File: src/rtl/gba_intro_pkg.sv
// Shared constants and state encoding for the GBA black-and-white intro image path.
// The image is stored as 1600 bytes across three 512-byte banks and one 64-byte bank.
package gba_intro_pkg;

  localparam int IMG_W           = 160;
  localparam int IMG_H           = 80;
  localparam int BANK_BYTES      = 512;
  localparam int LAST_BANK_BYTES = 64;
  localparam int TOTAL_BYTES     = 3 * BANK_BYTES + LAST_BANK_BYTES;

  typedef enum logic [1:0] {
    ST_IDLE = 2'd0,
    ST_RUN  = 2'd1,
    ST_DONE = 2'd2
  } state_t;

endpackage

File: src/rtl/gba_bw_byte_serializer.sv
// Turns returned image bytes into an MSB-first 1-bit pixel stream.
// It holds one byte in the shift register and one more in the prefetch buffer.
module gba_bw_byte_serializer (
  input  logic       clk,
  input  logic       rst,
  input  logic       i_load_valid,
  input  logic [7:0] i_load_data,
  input  logic       i_pix_ready,
  output logic       o_pix_valid,
  output logic       o_pix_data,
  output logic       o_buf_empty,
  output logic       o_last_take,
  output logic       o_take
);

  logic [7:0] r_sr;
  logic [7:0] r_buf;
  logic [3:0] r_cnt;
  logic       r_buf_full;
  logic       r_valid;

  logic [7:0] w_sr_n;
  logic [7:0] w_buf_n;
  logic [3:0] w_cnt_n;
  logic       w_buf_full_n;
  logic       w_take;
  logic       w_sr_free;

  assign w_take    = r_valid && i_pix_ready;
  assign w_sr_free = (r_cnt == 4'd0) || ((r_cnt == 4'd1) && w_take);

  // A buffered byte always moves ahead of a byte arriving in the same cycle.
  always_comb begin
    w_sr_n       = r_sr;
    w_buf_n      = r_buf;
    w_cnt_n      = r_cnt;
    w_buf_full_n = r_buf_full;
    if (w_sr_free) begin
      if (r_buf_full) begin
        w_sr_n       = r_buf;
        w_cnt_n      = 4'd8;
        w_buf_full_n = i_load_valid;
        if (i_load_valid) w_buf_n = i_load_data;
      end else if (i_load_valid) begin
        w_sr_n  = i_load_data;
        w_cnt_n = 4'd8;
      end else begin
        w_cnt_n = 4'd0;
      end
    end else begin
      if (w_take) begin
        w_sr_n  = {r_sr[6:0], 1'b0};
        w_cnt_n = r_cnt - 4'd1;
      end
      if (i_load_valid) begin
        w_buf_n      = i_load_data;
        w_buf_full_n = 1'b1;
      end
    end
  end

  always_ff @(posedge clk or posedge rst) begin
    if (rst) begin
      r_sr       <= 8'd0;
      r_buf      <= 8'd0;
      r_cnt      <= 4'd0;
      r_buf_full <= 1'b0;
      r_valid    <= 1'b0;
    end else begin
      r_sr       <= w_sr_n;
      r_buf      <= w_buf_n;
      r_cnt      <= w_cnt_n;
      r_buf_full <= w_buf_full_n;
      r_valid    <= (w_cnt_n != 4'd0);
    end
  end

  assign o_pix_valid = r_valid;
  assign o_pix_data  = r_sr[7];
  assign o_buf_empty = !r_buf_full;
  assign o_last_take = (r_cnt == 4'd1) && w_take;
  assign o_take      = w_take;

endmodule

File: src/rtl/gba_bw_pixel_streamer.sv
// Walks the four intro block RAMs in bank order and streams the 160x80 1-bit raster.
// Holds the frame FSM, the single-outstanding-read fetch engine and the x/y raster counters.
module gba_bw_pixel_streamer
  import gba_intro_pkg::*;
#(
  parameter int IMG_W           = gba_intro_pkg::IMG_W,
  parameter int IMG_H           = gba_intro_pkg::IMG_H,
  parameter int BANK_BYTES      = gba_intro_pkg::BANK_BYTES,
  parameter int LAST_BANK_BYTES = gba_intro_pkg::LAST_BANK_BYTES
) (
  input  logic        clk,
  input  logic        rst,
  input  logic        i_start,
  output logic        o_busy,
  output logic [3:0]  o_rd_en,
  output logic [8:0]  o_rd_addr,
  input  logic [31:0] i_rd_data,
  input  logic [3:0]  i_rd_valid,
  output logic        o_pix_valid,
  input  logic        i_pix_ready,
  output logic        o_pix_data,
  output logic [7:0]  o_pix_x,
  output logic [6:0]  o_pix_y,
  output logic        o_pix_sof,
  output logic        o_pix_eol,
  output logic        o_frame_done,
  output logic [1:0]  o_dbg_state
);

  localparam int TOTAL = 3 * BANK_BYTES + LAST_BANK_BYTES;

  state_t      r_state, w_state_n;
  logic        r_busy, r_done, r_sof, r_eol;
  logic [3:0]  r_rd_en;
  logic [8:0]  r_rd_addr;
  logic        r_pend;
  logic [1:0]  r_pend_bank;
  logic [1:0]  r_fbank;
  logic [8:0]  r_faddr;
  logic [10:0] r_issued;
  logic [7:0]  r_x;
  logic [6:0]  r_y;

  logic       w_accept, w_last_hs, w_issue, w_ret;
  logic [7:0] w_ret_data;
  logic       w_buf_empty, w_last_take, w_take;

  always_comb begin
    w_state_n = r_state;
    w_accept  = 1'b0;
    w_last_hs = 1'b0;
    case (r_state)
      ST_IDLE: if (i_start) begin
        w_state_n = ST_RUN;
        w_accept  = 1'b1;
      end
      ST_RUN: if (w_take && (r_x == 8'(IMG_W - 1)) && (r_y == 7'(IMG_H - 1))) begin
        w_state_n = ST_DONE;
        w_last_hs = 1'b1;
      end
      ST_DONE: w_state_n = ST_IDLE;
      default: w_state_n = ST_IDLE;
    endcase
  end

  // The next read goes out only when its byte has somewhere to land on return.
  assign w_issue = ((r_state == ST_RUN) || w_accept) && !r_pend &&
                   (r_issued != 11'(TOTAL)) && (w_buf_empty || w_last_take);
  assign w_ret      = r_pend && i_rd_valid[r_pend_bank];
  assign w_ret_data = i_rd_data[{r_pend_bank, 3'b000} +: 8];

  always_ff @(posedge clk or posedge rst) begin
    if (rst) begin
      r_state     <= ST_IDLE;
      r_busy      <= 1'b0;
      r_done      <= 1'b0;
      r_rd_en     <= 4'd0;
      r_rd_addr   <= 9'd0;
      r_pend      <= 1'b0;
      r_pend_bank <= 2'd0;
      r_fbank     <= 2'd0;
      r_faddr     <= 9'd0;
      r_issued    <= 11'd0;
    end else begin
      r_state <= w_state_n;
      r_done  <= w_last_hs;
      if (w_accept) r_busy <= 1'b1;
      else if (w_last_hs) r_busy <= 1'b0;
      r_rd_en <= w_issue ? (4'b0001 << r_fbank) : 4'd0;
      if (w_issue) begin
        r_rd_addr   <= r_faddr;
        r_pend_bank <= r_fbank;
        r_pend      <= 1'b1;
        r_issued    <= r_issued + 11'd1;
        if (r_faddr == 9'(BANK_BYTES - 1)) begin
          r_faddr <= 9'd0;
          r_fbank <= r_fbank + 2'd1;
        end else begin
          r_faddr <= r_faddr + 9'd1;
        end
      end else if (w_ret) begin
        r_pend <= 1'b0;
      end
      if (r_state == ST_DONE) begin
        r_fbank  <= 2'd0;
        r_faddr  <= 9'd0;
        r_issued <= 11'd0;
      end
    end
  end

  always_ff @(posedge clk or posedge rst) begin
    if (rst) begin
      r_x   <= 8'd0;
      r_y   <= 7'd0;
      r_sof <= 1'b0;
      r_eol <= 1'b0;
    end else begin
      if (w_accept) r_sof <= 1'b1;
      else if (w_take) r_sof <= 1'b0;
      if (w_take) begin
        r_eol <= (r_x == 8'(IMG_W - 2));
        if (r_x == 8'(IMG_W - 1)) begin
          r_x <= 8'd0;
          r_y <= (r_y == 7'(IMG_H - 1)) ? 7'd0 : r_y + 7'd1;
        end else begin
          r_x <= r_x + 8'd1;
        end
      end
    end
  end

  gba_bw_byte_serializer u_ser (
    .clk          (clk),
    .rst          (rst),
    .i_load_valid (w_ret),
    .i_load_data  (w_ret_data),
    .i_pix_ready  (i_pix_ready),
    .o_pix_valid  (o_pix_valid),
    .o_pix_data   (o_pix_data),
    .o_buf_empty  (w_buf_empty),
    .o_last_take  (w_last_take),
    .o_take       (w_take)
  );

  assign o_busy       = r_busy;
  assign o_rd_en      = r_rd_en;
  assign o_rd_addr    = r_rd_addr;
  assign o_pix_x      = r_x;
  assign o_pix_y      = r_y;
  assign o_pix_sof    = r_sof;
  assign o_pix_eol    = r_eol;
  assign o_frame_done = r_done;
  assign o_dbg_state  = r_state;

endmodule
File: config.mk
export PLATFORM = sky130hd
export DESIGN_NAME = gba_bw_pixel_streamer
export DESIGN_NICKNAME = d
export VERILOG_FILES = /design/src/rtl/gba_intro_pkg.sv /design/src/rtl/gba_bw_byte_serializer.sv /design/src/rtl/gba_bw_pixel_streamer.sv
export SDC_FILE = /design/constraint.sdc
export NUM_CORES = 1
export LEC_CHECK = 0
export BUFFER_PORTS_ARGS = -buffer_cell sky130_fd_sc_hd__buf_4
export CAP_MARGIN = 40
export CORE_MARGIN = 4
export CORE_UTILIZATION = 56
export DETAILED_ROUTE_END_ITERATION = 8
export HOLD_SLACK_MARGIN = 0.12
export PLACE_DENSITY = 0.89
export RECOVER_POWER = 25
export SLEW_MARGIN = 20
export SYNTH_ARGS = -nofsm -noshare
export SYNTH_HDL_FRONTEND = slang
export SYNTH_SLANG_ARGS = --single-unit
File: constraint.sdc
create_clock -name clk -period 2.95 [get_ports clk]
set_input_delay 0.1475 -clock clk [delete_from_list [all_inputs] [get_ports clk]]
set_output_delay 0.1475 -clock clk [all_outputs]
set_load 0.02 [all_outputs]
==> impl_metrics.prom, run 1 <==
# TYPE chip_impl_metric gauge
chip_impl_info{name="run_status",value="complete, no violations"} 1
chip_impl_metric{name="groute.usage.overall",unit="%"} 22.7
chip_impl_metric{name="worst_hold_slack",unit="ps"} 210
chip_impl_metric{name="syn-cell-area",unit="mm^2"} 0.00444
chip_impl_metric{name="crit_path_max_fanout",unit=""} 13
chip_impl_metric{name="floorplan.die_area",unit="mm^2"} 0.00941
chip_impl_metric{name="report.final.slew_viol_count",unit=""} 0
chip_impl_metric{name="timing.max_slew.rel_slack",unit="%"} 19.5
chip_impl_metric{name="synth_async_sr_flop_share",unit="%"} 100
chip_impl_metric{name="max_buffers_root_to_sink",unit=""} 2
chip_impl_metric{name="power_switching",unit="W"} 0.00178
chip_impl_metric{name="placementRows",unit=""} 32
chip_impl_metric{name="core",unit="mm^2"} 0.00773
chip_impl_info{name="ys_top_cells_by_count",value="dfrtp_1 (81), nand2_1 (53), mux2i_1 (40), inv_1 (30), nor2_1 (18)"} 1
chip_impl_metric{name="via_count_of_the_first_global_routing_pass",unit=""} 3653
chip_impl_metric{name="detail_route.drc_violations",unit=""} 0
chip_impl_metric{name="starting_density_of_the_core",unit="%"} 57.4
chip_impl_metric{name="clock_pin_slew_reported_for_the_worst_setup_and_hold_paths_after_clock_tree_synthesis",unit="ps"} 90
chip_impl_metric{name="ios",unit=""} 76
chip_impl_metric{name="net_switching_fraction_of_the_power",unit="%"} 39.4
chip_impl_metric{name="clock-sinks",unit=""} 81
chip_impl_metric{name="synthesis.instances",unit=""} 427
chip_impl_info{name="ys.flop_type",value="dfrtp_1"} 1
chip_impl_metric{name="utilization",unit="%"} 69.1
chip_impl_metric{name="syn_area_per_cell",unit="um^2"} 10.4
chip_impl_metric{name="cts-buffers-inserted",unit=""} 9
chip_impl_metric{name="globalplace.congestion",unit=""} 0.914
chip_impl_metric{name="via_count",unit=""} 3704
chip_impl_metric{name="synth-seq-cells",unit=""} 81
chip_impl_info{name="cp_common_cell",value="nand3_1"} 1
chip_impl_metric{name="insertedDiodeCount",unit=""} 0
chip_impl_metric{name="synth.distinct_cells",unit=""} 60
chip_impl_metric{name="power.share.sequential",unit="%"} 41.2
chip_impl_info{name="rsz0062_at_grt",value="false"} 1
chip_impl_info{name="worst_path_max_delay_cell",value="nand3_1"} 1
chip_impl_metric{name="syn-num-nets",unit=""} 480
chip_impl_info{name="cp_startpoint_kind",value="register"} 1
chip_impl_metric{name="grt_remaining_overflow",unit=""} 0
chip_impl_metric{name="seq_area_frac_synth",unit="%"} 45.7
chip_impl_metric{name="setup_tns",unit="ps"} 0
chip_impl_metric{name="critPathArrivalTime",unit="ps"} 2610
chip_impl_metric{name="worst_skew_pair_later_pin_latency",unit="ps"} 360
chip_impl_info{name="worstHoldPathType",value="in -> reg"} 1
chip_impl_metric{name="pin_count_of_the_biggest_net_entering_global_routing",unit=""} 41
chip_impl_info{name="post-synth-top-count-cell",value="dfrtp_1"} 1
chip_impl_metric{name="synth_edf_count",unit=""} 0
chip_impl_metric{name="post-synth-top-area-fraction",unit="%"} 45.7
chip_impl_metric{name="timing.final.hold_violations",unit=""} 0
chip_impl_metric{name="crit_required",unit="ps"} 3200
chip_impl_metric{name="power_density",unit="mW/mm^2"} 846
chip_impl_metric{name="worst_clock_skew",unit="ps"} 11.9
chip_impl_metric{name="worst_pin_slew",unit="ps"} 1200
chip_impl_metric{name="timing.final.crit_period",unit="ps"} 2360
chip_impl_metric{name="fraction_of_power_consumed_by_combinational_cells",unit="%"} 38.6
chip_impl_metric{name="clockPowerShare",unit="%"} 20.2
chip_impl_metric{name="route.detailed.wl_per_inst",unit="um"} 17.1
chip_impl_info{name="cts_tree",value="yes"} 1
chip_impl_info{name="crit_type",value="reg -> reg"} 1
chip_impl_metric{name="fraction_of_layout_instances_using_a_drive_strength_above_1",unit="%"} 26.1
chip_impl_metric{name="place.port_buffers",unit=""} 75
chip_impl_metric{name="layout.nets",unit=""} 558
chip_impl_info{name="cts_root_buf",value="clkbuf_8"} 1
chip_impl_metric{name="die_height",unit="um"} 97.0
chip_impl_metric{name="max_cap_viol_count",unit=""} 0
chip_impl_info{name="delay_heaviest_family_cp",value="simple AND/OR/NAND/NOR gates"} 1
chip_impl_metric{name="worstPathBufferInverterCount",unit=""} 2
chip_impl_info{name="synth.top_cells.by_area",value="dfrtp_1 (46%), mux2i_1 (9.0%), nand2_1 (4.5%)"} 1
chip_impl_metric{name="max-vdd-ir-drop",unit="uV"} 520
chip_impl_metric{name="cts_post_setup_buffers_inserted",unit=""} 0
chip_impl_metric{name="max_clock_freq",unit="GHz"} 0.425
chip_impl_metric{name="internal_power",unit="W"} 0.00274
chip_impl_metric{name="drt_iter0_markers",unit=""} 190
chip_impl_metric{name="antenna_left",unit=""} 0
chip_impl_metric{name="drt_first_pass_iters",unit=""} 4
chip_impl_info{name="critical_path.endpoint_type",value="register"} 1
chip_impl_metric{name="grt_first_pass_wirelength",unit="um"} 17600
chip_impl_info{name="worst_path_cell_trace",value="inv_1, ha_1, nand3_1, o31ai_2, buf_4, nand3_1, mux2_2"} 1
chip_impl_metric{name="via_density_per_instance",unit=""} 6.05
chip_impl_metric{name="pre_cts_slack",unit="ps"} 689
chip_impl_metric{name="cts_max_level",unit=""} 3
chip_impl_metric{name="synthesis.yosys.warnings",unit=""} 0
chip_impl_metric{name="chipWidth",unit="um"} 97.0
chip_impl_metric{name="syn_to_final_growth",unit="%"} 20.4
chip_impl_metric{name="setup_ws",unit="ps"} 595
chip_impl_metric{name="finalCritPeriodShare",unit="%"} 79.8
chip_impl_metric{name="hpwlAfterDp",unit="um"} 7470
chip_impl_metric{name="tot_pwr",unit="W"} 0.00452
chip_impl_metric{name="setup_viol_count_final",unit=""} 0
chip_impl_metric{name="power.leakage",unit="nW"} 2.62
chip_impl_info{name="yosysTopAreaCell",value="dfrtp_1"} 1
chip_impl_metric{name="critPathMaxStageDelay",unit="ps"} 480
chip_impl_metric{name="grt_antenna_before_repair",unit=""} 0
chip_impl_metric{name="drt_wl_total",unit="um"} 10500
worst reg2reg max path, cell delays in order (launching register included):
cell,delay (ps)
dfrtp_1,420
inv_1,110
ha_1,180
nand3_1,110
o31ai_2,240
buf_4,230
nand3_1,480
mux2_2,470
timing repair:
| item | CTS | global route |
|---|---|---|
| gates resized for setup | 0 | 0 |
| endpoints found under the hold margin | 28 | 0 |
| hold buffers | 2 | 0 |
sequential cells by signal (all words and copies together) (netlist names):
signal	count
o_busy	1
u_ser.r_buf	8
o_pix_sof	1
o_frame_done	1
r_faddr	9
u_ser.r_sr	8
o_pix_y	7
u_ser.o_pix_valid	1
o_pix_x	8
o_dbg_state	2
o_pix_eol	1
r_issued	11
o_rd_en	4
r_pend_bank	2
r_fbank	2
o_rd_addr	9
u_ser.r_cnt	4
u_ser.r_buf_full	1
r_pend	1
power groups by stage:
stage	clock network [W]	logic (W)	registers, W
2_1_floorplan	0	0.00115	0.00187
3_3_place_gp	0	0.00162	0.00183
3_5_place_dp	0	0.00170	0.00187
4_1_cts	0.000920	0.00174	0.00185
5_1_grt	0.000977	0.00191	0.00192
6_report	0.000911	0.00174	0.00186
metal layers:
metal,vias to the layer above,track usage [%],part of all wire (%)
li1,1710,-,-
met4,0,8.42,2.4
met5,-,0,0
met2,142,38.7,52
met1,1824,28.5,40
met3,28,4.47,5.7
cells in the final DEF, fill, tap and decap left out, drive strengths merged, types with 5 or more instances in the layout:
cell type,netlist,final
o31ai,5,5
o221ai,6,6
mux2,17,17
a21oi,9,9
and3,9,9
nand4,14,14
nand2b,11,11
and2,7,7
nor4,10,10
nor3,6,6
a32o,7,7
ha,13,13
o21ai,6,6
mux2i,40,40
nand3,13,13
buf,10,80
nand2,54,54
inv,30,31
xnor2,8,8
clkbuf,7,11
nor2,18,18
nor2b,5,5
dfrtp,81,81
cell type report:
type | instances | area, um^2
repair buffers | 84 | 637
fillers | 560 | 2390
flip-flops and latches | 81 | 2030
clock buffers | 9 | 124
clock inverters | 7 | 101
well taps | 102 | 128
inverters | 30 | 114
multi-input cells | 299 | 2210
kinds of logic after synthesis:
| group | after synthesis | synth area share (%) |
|---|---|---|
| AOI/OAI and AO/OA | 57 | 9.93 |
| xor gates and xnor gates | 10 | 1.97 |
| adders and majority gates | 13 | 3.67 |
| buffers and inverters | 47 | 4.49 |
| DFF | 81 | 45.7 |
| muxes | 60 | 14.9 |
| and+or+nand+nor | 159 | 19.4 |
final timing paths:
check | cells after the start | slack [ps] | startpoint | to
min | 5 | 210 | i_rd_data[23] | u_ser.r_buf[7]
min in group asynchronous | 3 | 580 | rst | o_pix_eol
max | 7 | 590 | u_ser.r_cnt[1] | o_rd_addr[1]
max in group asynchronous | 4 | 930 | rst | u_ser.r_sr[3]
max reg2reg | 7 | 590 | u_ser.r_cnt[1] | o_rd_addr[1]
min reg2reg | 2 | 500 | o_pix_eol | o_pix_eol
stage by stage:
| step | instance area (um^2) | cells |
|---|---|---|
| after CTS | 5340 | 611 |
| after detailed placement | 5100 | 593 |
| final | 5340 | 612 |
| after global placement | 5080 | 592 |
| after floorplan | 4440 | 427 |
| after global routing | 5340 | 612 |
Power figures use the tool's default switching activity.
==> run 2, diff against run 1 <==
--- a/config.mk
+++ b/config.mk
@@ -5,6 +5,7 @@
 export SDC_FILE = /design/constraint.sdc
 export NUM_CORES = 1
 export LEC_CHECK = 0
+export ABC_AREA = 1
 export BUFFER_PORTS_ARGS = -buffer_cell sky130_fd_sc_hd__buf_4
 export CAP_MARGIN = 40
 export CORE_MARGIN = 4
==> constraint.sdc (replaced) <==
create_clock -name clk -period 2.3 [get_ports clk]
set_input_delay 0.115 -clock clk [delete_from_list [all_inputs] [get_ports clk]]
set_output_delay 0.115 -clock clk [all_outputs]
set_load 0.02 [all_outputs]
==> run 2 against run 1 <==
The run now ends with max-capacitance violations, max-slew violations left. Clock skew decreased by 1.6 ps. Utilization decreased by 0.96 points. Global-route usage decreased by 0.23 points. Clock power increased by 5.5%. Via count increased by 8.7%. Total power increased by 18%. Die area increased by 0.44%. Routed wire length decreased by 3.0%. Design area decreased by 1.4%. Register-to-register slack got worse by 350 ps. Sequential power increased by 16%. Largest cell class unchanged.
==> impl_metrics.prom, run 2 <==
# TYPE chip_impl_metric gauge
chip_impl_info{name="run_status",value="complete, but fails checks"} 1
chip_impl_info{name="failed_checks",value="max-capacitance violations, max-slew violations"} 1
chip_impl_metric{name="cts-buffers-inserted",unit=""} 9
chip_impl_info{name="cp_startpoint_kind",value="register"} 1
chip_impl_metric{name="synth_async_sr_flop_share",unit="%"} 100
chip_impl_metric{name="finalCritPeriodShare",unit="%"} 89.5
chip_impl_metric{name="critPathArrivalTime",unit="ps"} 2350
chip_impl_metric{name="worst_pin_slew",unit="ps"} 1530
chip_impl_metric{name="place.port_buffers",unit=""} 75
chip_impl_metric{name="grt_antenna_before_repair",unit=""} 0
chip_impl_metric{name="placementRows",unit=""} 32
chip_impl_info{name="combinational_family_with_the_most_area_after_synthesis",value="simple AND/OR/NAND/NOR gates"} 1
chip_impl_metric{name="drt_iter0_markers",unit=""} 250
chip_impl_metric{name="tot_pwr",unit="W"} 0.00534
chip_impl_metric{name="max_buffers_root_to_sink",unit=""} 2
chip_impl_metric{name="synthesis.yosys.warnings",unit=""} 0
chip_impl_metric{name="setup_viol_count_final",unit=""} 0
chip_impl_metric{name="post-synth-top-area-fraction",unit="%"} 45.5
chip_impl_info{name="ys.flop_type",value="dfrtp_1"} 1
chip_impl_metric{name="globalplace.congestion",unit=""} 0.932
chip_impl_metric{name="synth-seq-cells",unit=""} 81
chip_impl_info{name="r2r-start",value="r_faddr[0]"} 1
chip_impl_metric{name="syn-cell-area",unit="mm^2"} 0.00446
chip_impl_metric{name="floorplan.die_area",unit="mm^2"} 0.00945
chip_impl_info{name="cts_root_buf",value="clkbuf_8"} 1
chip_impl_metric{name="detail_route.drc_violations",unit=""} 0
chip_impl_metric{name="syn-num-nets",unit=""} 639
chip_impl_info{name="cts_tree",value="yes"} 1
chip_impl_metric{name="crit_required",unit="ps"} 2590
chip_impl_metric{name="ios",unit=""} 76
chip_impl_metric{name="max_cap_viol_count",unit=""} 1
chip_impl_metric{name="core",unit="mm^2"} 0.00773
chip_impl_metric{name="crit_path_max_fanout",unit=""} 6
chip_impl_metric{name="report.final.slew_viol_count",unit=""} 43
chip_impl_metric{name="pin_count_of_the_biggest_net_entering_global_routing",unit=""} 43
chip_impl_metric{name="max_clock_freq",unit="GHz"} 0.486
chip_impl_info{name="yosysTopAreaCell",value="dfrtp_1"} 1
chip_impl_info{name="regToRegEndpoint",value="r_faddr[0]"} 1
chip_impl_metric{name="drt_wl_total",unit="um"} 10200
chip_impl_metric{name="die_height",unit="um"} 97.2
chip_impl_metric{name="seq_area",unit="mm^2"} 0.00203
chip_impl_metric{name="cts_max_level",unit=""} 3
chip_impl_metric{name="synthesis.instances",unit=""} 586
chip_impl_info{name="worstHoldPathType",value="in -> reg"} 1
chip_impl_metric{name="synth_compound_area_share",unit="%"} 5.76
chip_impl_metric{name="utilization",unit="%"} 68.2
chip_impl_metric{name="layout.nets",unit=""} 718
chip_impl_metric{name="groute.usage.overall",unit="%"} 22.5
chip_impl_metric{name="r2r_cells",unit=""} 10
chip_impl_metric{name="dpl.cell_count",unit=""} 752
chip_impl_metric{name="clock-sinks",unit=""} 81
chip_impl_metric{name="antenna_left",unit=""} 0
chip_impl_metric{name="grt_first_pass_wirelength",unit="um"} 17800
chip_impl_metric{name="drt_first_pass_iters",unit=""} 5
chip_impl_metric{name="hpwlAfterDp",unit="um"} 7350
chip_impl_metric{name="synth.distinct_cells",unit=""} 32
chip_impl_metric{name="clock_pin_slew_reported_for_the_worst_setup_and_hold_paths_after_clock_tree_synthesis",unit="ps"} 80
chip_impl_metric{name="largest_register_ff_count",unit=""} 11
chip_impl_metric{name="syn_to_final_growth",unit="%"} 18.2
chip_impl_metric{name="worst_skew_pair_later_pin_latency",unit="ps"} 370
chip_impl_metric{name="yosys-mux-area-fraction",unit="%"} 0
chip_impl_metric{name="cts.repair.resized",unit=""} 0
chip_impl_metric{name="holdPathStages",unit=""} 5
chip_impl_metric{name="syn_area_per_cell",unit="um^2"} 7.61
chip_impl_metric{name="starting_density_of_the_core",unit="%"} 57.7
chip_impl_info{name="hold_end",value="u_ser.r_buf[4]"} 1
chip_impl_metric{name="seq_area_frac_synth",unit="%"} 45.5
chip_impl_metric{name="chipWidth",unit="um"} 97.2
chip_impl_metric{name="grt_remaining_overflow",unit=""} 0
chip_impl_metric{name="power.leakage",unit="nW"} 2.79
chip_impl_metric{name="synth_fa_ha_area_share",unit="%"} 3.65
chip_impl_metric{name="final-instance-count-excl-fill",unit=""} 772
chip_impl_metric{name="n_fill_cell",unit=""} 627
chip_impl_metric{name="r2r_slack",unit="ps"} 240
chip_impl_metric{name="fraction_of_layout_instances_using_a_drive_strength_above_1",unit="%"} 17.8
chip_impl_metric{name="worst_hold_slack",unit="ps"} 141
chip_impl_info{name="ys_top_cells_by_count",value="nand2_1 (197), dfrtp_1 (81), nor2_1 (60), nand3_1 (58), inv_1 (52)"} 1
chip_impl_metric{name="timing.final.crit_period",unit="ps"} 2060
chip_impl_metric{name="power_density",unit="mW/mm^2"} 1010
chip_impl_info{name="crit_type",value="reg -> reg"} 1
chip_impl_metric{name="max-vdd-ir-drop",unit="uV"} 567
chip_impl_metric{name="timing.final.hold_violations",unit=""} 0
chip_impl_info{name="holdCritStartpoint",value="i_rd_data[20]"} 1
chip_impl_metric{name="setup_tns",unit="ps"} 0
chip_impl_metric{name="via_density_per_instance",unit=""} 5.21
chip_impl_metric{name="post_synth_xor_area_fraction",unit="%"} 2.95
chip_impl_info{name="critical_path.endpoint_type",value="register"} 1
chip_impl_metric{name="synth_edf_count",unit=""} 0
chip_impl_metric{name="via_count",unit=""} 4025
chip_impl_metric{name="multi_input_comb_area",unit="mm^2"} 0.00209
chip_impl_info{name="post-synth-top-count-cell",value="nand2_1"} 1
chip_impl_info{name="synth.top_cells.by_area",value="dfrtp_1 (45%), nand2_1 (17%), nand3_1 (6.5%)"} 1
chip_impl_metric{name="via_count_of_the_first_global_routing_pass",unit=""} 4108
chip_impl_info{name="largest_register",value="r_issued"} 1
chip_impl_metric{name="post_synthesis_simple_gate_area_fraction",unit="%"} 34.6
chip_impl_info{name="rsz0062_at_grt",value="false"} 1
chip_impl_metric{name="timing.max_slew.rel_slack",unit="%"} -2.08
chip_impl_metric{name="insertedDiodeCount",unit=""} 0
chip_impl_metric{name="worst_clock_skew",unit="ps"} 10.3
chip_impl_info{name="commonest_cells_after_routing_fill_and_taps_aside",value="nand2_1 (198), dfrtp_1 (81), buf_4 (72)"} 1
chip_impl_info{name="most_common_cell_after_layout_fill_and_taps_aside",value="nand2_1"} 1
chip_impl_metric{name="route.detailed.wl_per_inst",unit="um"} 13.2
==> run 2: cell count changes in the layout (fill, tap and decap cells not counted), sizes merged, moves of 8 or more <==
cell,delta
xor2,+9
nand2,+147
nand3,+50
mux2,-17
inv,+28
nand2b,-11
mux2i,-40
o21ai,+26
clkbuf,+9
nor2,+47
and3,-9
buf,-8
nor4,-10
==> run 2: layer usage <==
| layer | part of all wire, % | global-route usage (%) |
|---|---|---|
| met1 | 42 | 26.2 |
| met5 | 0 | 0 |
| met4 | 1.6 | 7.99 |
| met2 | 50 | 39.8 |
| met3 | 6.6 | 5.96 |
==> run 2: kinds of logic after synthesis <==
group,Yosys count
AND/OR/NAND/NOR,353
XOR/XNOR,15
AO/OA/AOI/OAI,48
adder cells (fa/ha/maj),13
buffers and inverters,76
flip-flops,81
==> run 2: through the flow <==
stage | setup slack, ps | instance area [um^2]
2_1_floorplan | 105 | 4460
3_3_place_gp | 427 | 5080
3_5_place_dp | 303 | 5080
4_1_cts | 263 | 5300
5_1_grt | 21.3 | 5270
6_report | 243 | 5270
==> run 2: how the worst max path moves through the flow <==
stage	start	end	cells past startpoint	slack, ps
final	r_faddr[0]	r_faddr[0]	10	240
after floorplan	rst	o_busy	1	100
after detailed placement	r_faddr[0]	r_faddr[0]	10	300
after CTS	r_faddr[0]	r_faddr[0]	10	260
after global placement	r_faddr[0]	r_faddr[0]	10	430
after global routing	r_faddr[0]	r_faddr[0]	10	20
==> run 2: final cells by class <==
cell class                 count  share of cell area [%]
tap                          102                    2.42
multi-input combinational    429                    39.7
timing repair buffer          86                    11.8
sequential                    81                    38.5
clock inverter                 6                   0.784
inverter                      58                    4.18
clock buffer                  10                    2.61
==> run 2: where the power goes <==
group	switching, W	total (W)	internal, W
clock network	0.000540	0.000961	0.000421
registers	0.000339	0.00216	0.00182
logic	0.00142	0.00221	0.000799
total	0.00229	0.00534	0.00304
==> run 2: worst max-delay path: stages (launching register included) <==
cell	delay, ps
dfrtp_1	440
ha_1	250
nand2_1	90
nor2_1	70
nand2_1	90
nor2_1	50
ha_1	250
nor2_1	210
inv_1	100
or2_2	290
a21oi_1	140
==> run 2: timing repair <==
action	in CTS	in global routing
setup buffers	0	0
hold buffers	4	0
hold endpoints to repair	43	0
setup endpoints to repair	0	0
==> run 3, diff against run 2 <==
--- a/config.mk
+++ b/config.mk
@@ -9,10 +9,10 @@
 export BUFFER_PORTS_ARGS = -buffer_cell sky130_fd_sc_hd__buf_4
 export CAP_MARGIN = 40
 export CORE_MARGIN = 4
-export CORE_UTILIZATION = 56
+export CORE_UTILIZATION = 61
 export DETAILED_ROUTE_END_ITERATION = 8
 export HOLD_SLACK_MARGIN = 0.12
-export PLACE_DENSITY = 0.89
+export PLACE_DENSITY = 0.95
 export RECOVER_POWER = 25
 export SLEW_MARGIN = 20
 export SYNTH_ARGS = -nofsm -noshare
==> constraint.sdc (replaced) <==
create_clock -name clk -period 2.46 [get_ports clk]
set_input_delay 0.123 -clock clk [delete_from_list [all_inputs] [get_ports clk]]
set_output_delay 0.123 -clock clk [all_outputs]
set_load 0.02 [all_outputs]
==> run 3 against run 2 <==
The flow still finishes with violations (max-capacitance violations, max-slew violations). Critical path type unchanged. Register-to-register slack better by 120 ps. Design area down 1.1%. Cell count down 1.4%. Combinational power down 5%. Non-clock buffer count down 5. Count of clock-buffer cells in the layout down 1. Worst setup slack better by 120 ps.
==> impl_metrics.prom, run 3 (same netlist as run 2, synthesis figures left out) <==
# TYPE chip_impl_metric gauge
chip_impl_info{name="run_status",value="complete, but fails checks"} 1
chip_impl_info{name="failed_checks",value="max-capacitance violations, max-slew violations"} 1
chip_impl_metric{name="placementRows",unit=""} 30
chip_impl_metric{name="max_clock_freq",unit="GHz"} 0.476
chip_impl_metric{name="fraction_of_layout_instances_using_a_drive_strength_above_1",unit="%"} 16.7
chip_impl_metric{name="final_cell_area",unit="mm^2"} 0.00521
chip_impl_metric{name="syn_to_final_growth",unit="%"} 16.8
chip_impl_metric{name="finalCritPeriodShare",unit="%"} 85.3
chip_impl_metric{name="net_switching_fraction_of_the_power",unit="%"} 43.9
chip_impl_metric{name="pre_cts_slack",unit="ps"} 463
chip_impl_metric{name="report.final.slew_viol_count",unit=""} 34
chip_impl_metric{name="worst_hold_slack",unit="ps"} 161
chip_impl_metric{name="power_switching",unit="W"} 0.00221
chip_impl_info{name="rsz0062_at_grt",value="false"} 1
chip_impl_metric{name="die_height",unit="um"} 93.5
chip_impl_metric{name="grt_first_pass_wirelength",unit="um"} 18000
chip_impl_metric{name="cts-buffers-inserted",unit=""} 9
chip_impl_metric{name="antenna_left",unit=""} 0
chip_impl_metric{name="setup_viol_count_final",unit=""} 0
chip_impl_info{name="cp_startpoint_kind",value="register"} 1
chip_impl_info{name="crit_type",value="reg -> reg"} 1
chip_impl_metric{name="drt_wl_total",unit="um"} 10500
chip_impl_metric{name="clockPowerShare",unit="%"} 17.7
chip_impl_info{name="cts_root_buf",value="clkbuf_8"} 1
chip_impl_metric{name="detail_route.drc_violations",unit=""} 0
chip_impl_metric{name="max_buffers_root_to_sink",unit=""} 2
chip_impl_info{name="worst_path_max_delay_cell",value="nand2_2"} 1
chip_impl_info{name="dr.max_layer_used",value="met4"} 1
chip_impl_info{name="most_common_cell_after_layout_fill_and_taps_aside",value="nand2_1"} 1
chip_impl_info{name="worst_path_cell_trace",value="nand2_1, inv_2, nand3_1, nand2_1, nand3_4, nand2_2, nand2_1, nand2_1, nand2_1"} 1
chip_impl_metric{name="clock-sinks",unit=""} 81
chip_impl_info{name="largest_register",value="r_issued"} 1
chip_impl_metric{name="drt_first_pass_iters",unit=""} 5
chip_impl_metric{name="met3_wire_len",unit="um"} 783
chip_impl_metric{name="power.leakage",unit="nW"} 2.75
chip_impl_metric{name="via_count",unit=""} 4094
chip_impl_metric{name="crit_path_max_fanout",unit=""} 21
chip_impl_metric{name="setup_tns",unit="ps"} 0
chip_impl_info{name="cp_common_cell",value="nand2_1"} 1
chip_impl_metric{name="timing.final.hold_violations",unit=""} 0
chip_impl_metric{name="worstPathBufferInverterCount",unit=""} 1
chip_impl_metric{name="route.layer.met1.wl",unit="um"} 4240
chip_impl_metric{name="fraction_of_power_consumed_by_combinational_cells",unit="%"} 41.6
chip_impl_metric{name="pin_count_of_the_biggest_net_entering_global_routing",unit=""} 49
chip_impl_metric{name="grt_remaining_overflow",unit=""} 0
chip_impl_metric{name="floorplan.die_area",unit="mm^2"} 0.00874
chip_impl_metric{name="starting_density_of_the_core",unit="%"} 64.2
chip_impl_info{name="delay_heaviest_family_cp",value="simple AND/OR/NAND/NOR gates"} 1
chip_impl_metric{name="utilization",unit="%"} 75.0
chip_impl_metric{name="grt_antenna_before_repair",unit=""} 0
chip_impl_metric{name="route.detailed.wl_per_inst",unit="um"} 13.8
chip_impl_metric{name="largest_register_ff_count",unit=""} 11
chip_impl_metric{name="internal_power",unit="W"} 0.00282
chip_impl_metric{name="timing.final.crit_period",unit="ps"} 2100
chip_impl_metric{name="core",unit="mm^2"} 0.00694
chip_impl_metric{name="crit_required",unit="ps"} 2720
chip_impl_metric{name="insertedDiodeCount",unit=""} 0
chip_impl_info{name="commonest_cells_after_routing_fill_and_taps_aside",value="nand2_1 (198), dfrtp_1 (81), buf_4 (62)"} 1
chip_impl_metric{name="worst_clock_skew",unit="ps"} 7.14
chip_impl_metric{name="worst_skew_pair_later_pin_latency",unit="ps"} 360
chip_impl_metric{name="power.share.sequential",unit="%"} 40.6
chip_impl_metric{name="groute.usage.overall",unit="%"} 25.6
chip_impl_info{name="worstHoldPathType",value="in -> reg"} 1
chip_impl_metric{name="hpwlAfterDp",unit="um"} 7540
chip_impl_metric{name="drt_iter0_markers",unit=""} 222
chip_impl_metric{name="place.port_buffers",unit=""} 75
chip_impl_metric{name="via_density_per_instance",unit=""} 5.38
chip_impl_metric{name="max_cap_viol_count",unit=""} 1
chip_impl_metric{name="wl_met2",unit="um"} 5240
chip_impl_metric{name="cts.repair.resized",unit=""} 0
chip_impl_metric{name="critPathArrivalTime",unit="ps"} 2360
chip_impl_metric{name="timing.max_slew.rel_slack",unit="%"} -2.11
chip_impl_metric{name="max-vdd-ir-drop",unit="uV"} 590
chip_impl_metric{name="clock_pin_slew_reported_for_the_worst_setup_and_hold_paths_after_clock_tree_synthesis",unit="ps"} 80
chip_impl_metric{name="layout.nets",unit=""} 713
chip_impl_metric{name="critPathMaxStageDelay",unit="ps"} 390
chip_impl_metric{name="cts_max_level",unit=""} 3
chip_impl_metric{name="ios",unit=""} 76
chip_impl_info{name="critical_path.endpoint_type",value="register"} 1
chip_impl_metric{name="setup_ws",unit="ps"} 361
chip_impl_metric{name="power_density",unit="mW/mm^2"} 967
chip_impl_info{name="cts_tree",value="yes"} 1
chip_impl_metric{name="via_count_of_the_first_global_routing_pass",unit=""} 4116
chip_impl_metric{name="chipWidth",unit="um"} 93.5
chip_impl_metric{name="dpl-instance-area",unit="mm^2"} 0.00507
chip_impl_metric{name="worst_pin_slew",unit="ps"} 1520
chip_impl_metric{name="globalplace.congestion",unit=""} 0.893
[run 3: timing repair]
| item | in CTS | in global routing |
|---|---|---|
| buffers inserted | 0 | 0 |
| hold endpoints to repair | 36 | 0 |
| hold buffers | 2 | 0 |
[run 3: cell type report]
class / instances / area (um^2)
clock inverter: 7 / 55.1
tap: 96 / 120
sequential: 81 / 2030
clock buffer: 9 / 124
timing repair buffer: 81 / 569
fill: 487 / 1740
multi-input combinational: 429 / 2090
inverter: 58 / 221
[run 3: path summary, 6_finish.rpt]
kind	cells after the start	slack [ps]	to	startpoint
max	9	360	r_fbank[1]	u_ser.o_pix_valid
min	5	160	u_ser.r_buf[0]	i_rd_data[24]
max reg2reg	9	360	r_fbank[1]	u_ser.o_pix_valid
min reg2reg	2	480	o_rd_addr[5]	o_rd_addr[5]
max in group asynchronous	4	960	r_faddr[8]	rst
min in group asynchronous	3	670	u_ser.r_cnt[3]	rst
[run 3: worst register-to-register path, stage by stage, from the launching register on]
cell     delay [ps]
dfrtp_1         350
nand2_1         310
inv_2           210
nand3_1         120
nand2_1         130
nand3_4         160
nand2_2         390
nand2_1         160
nand2_1         110
nand2_1          50
[run 3: through the flow]
| stage | power, W | std cells |
|---|---|---|
| 2_1_floorplan | 0.00356 | 586 |
| 3_3_place_gp | 0.00401 | 743 |
| 3_5_place_dp | 0.00415 | 743 |
| 4_1_cts | 0.00507 | 761 |
| 5_1_grt | 0.00543 | 761 |
| 6_report | 0.00503 | 761 |
[run 3: power groups by stage]
stage               Combinational (W)  Sequential [W]  Clock (W)
global route                  0.00239         0.00209   0.000958
finish                        0.00210         0.00205   0.000893
CTS                           0.00213         0.00203   0.000906
global placement              0.00199         0.00202          0
floorplan                     0.00142         0.00214          0
detailed placement            0.00211         0.00205          0
[run 3: per-layer routing]
metal  track usage [%]  up-vias
met5                 0        -
met3              5.95       22
li1                  -     1998
met2              44.0      152
met1              30.8     1922
met4              10.5        0
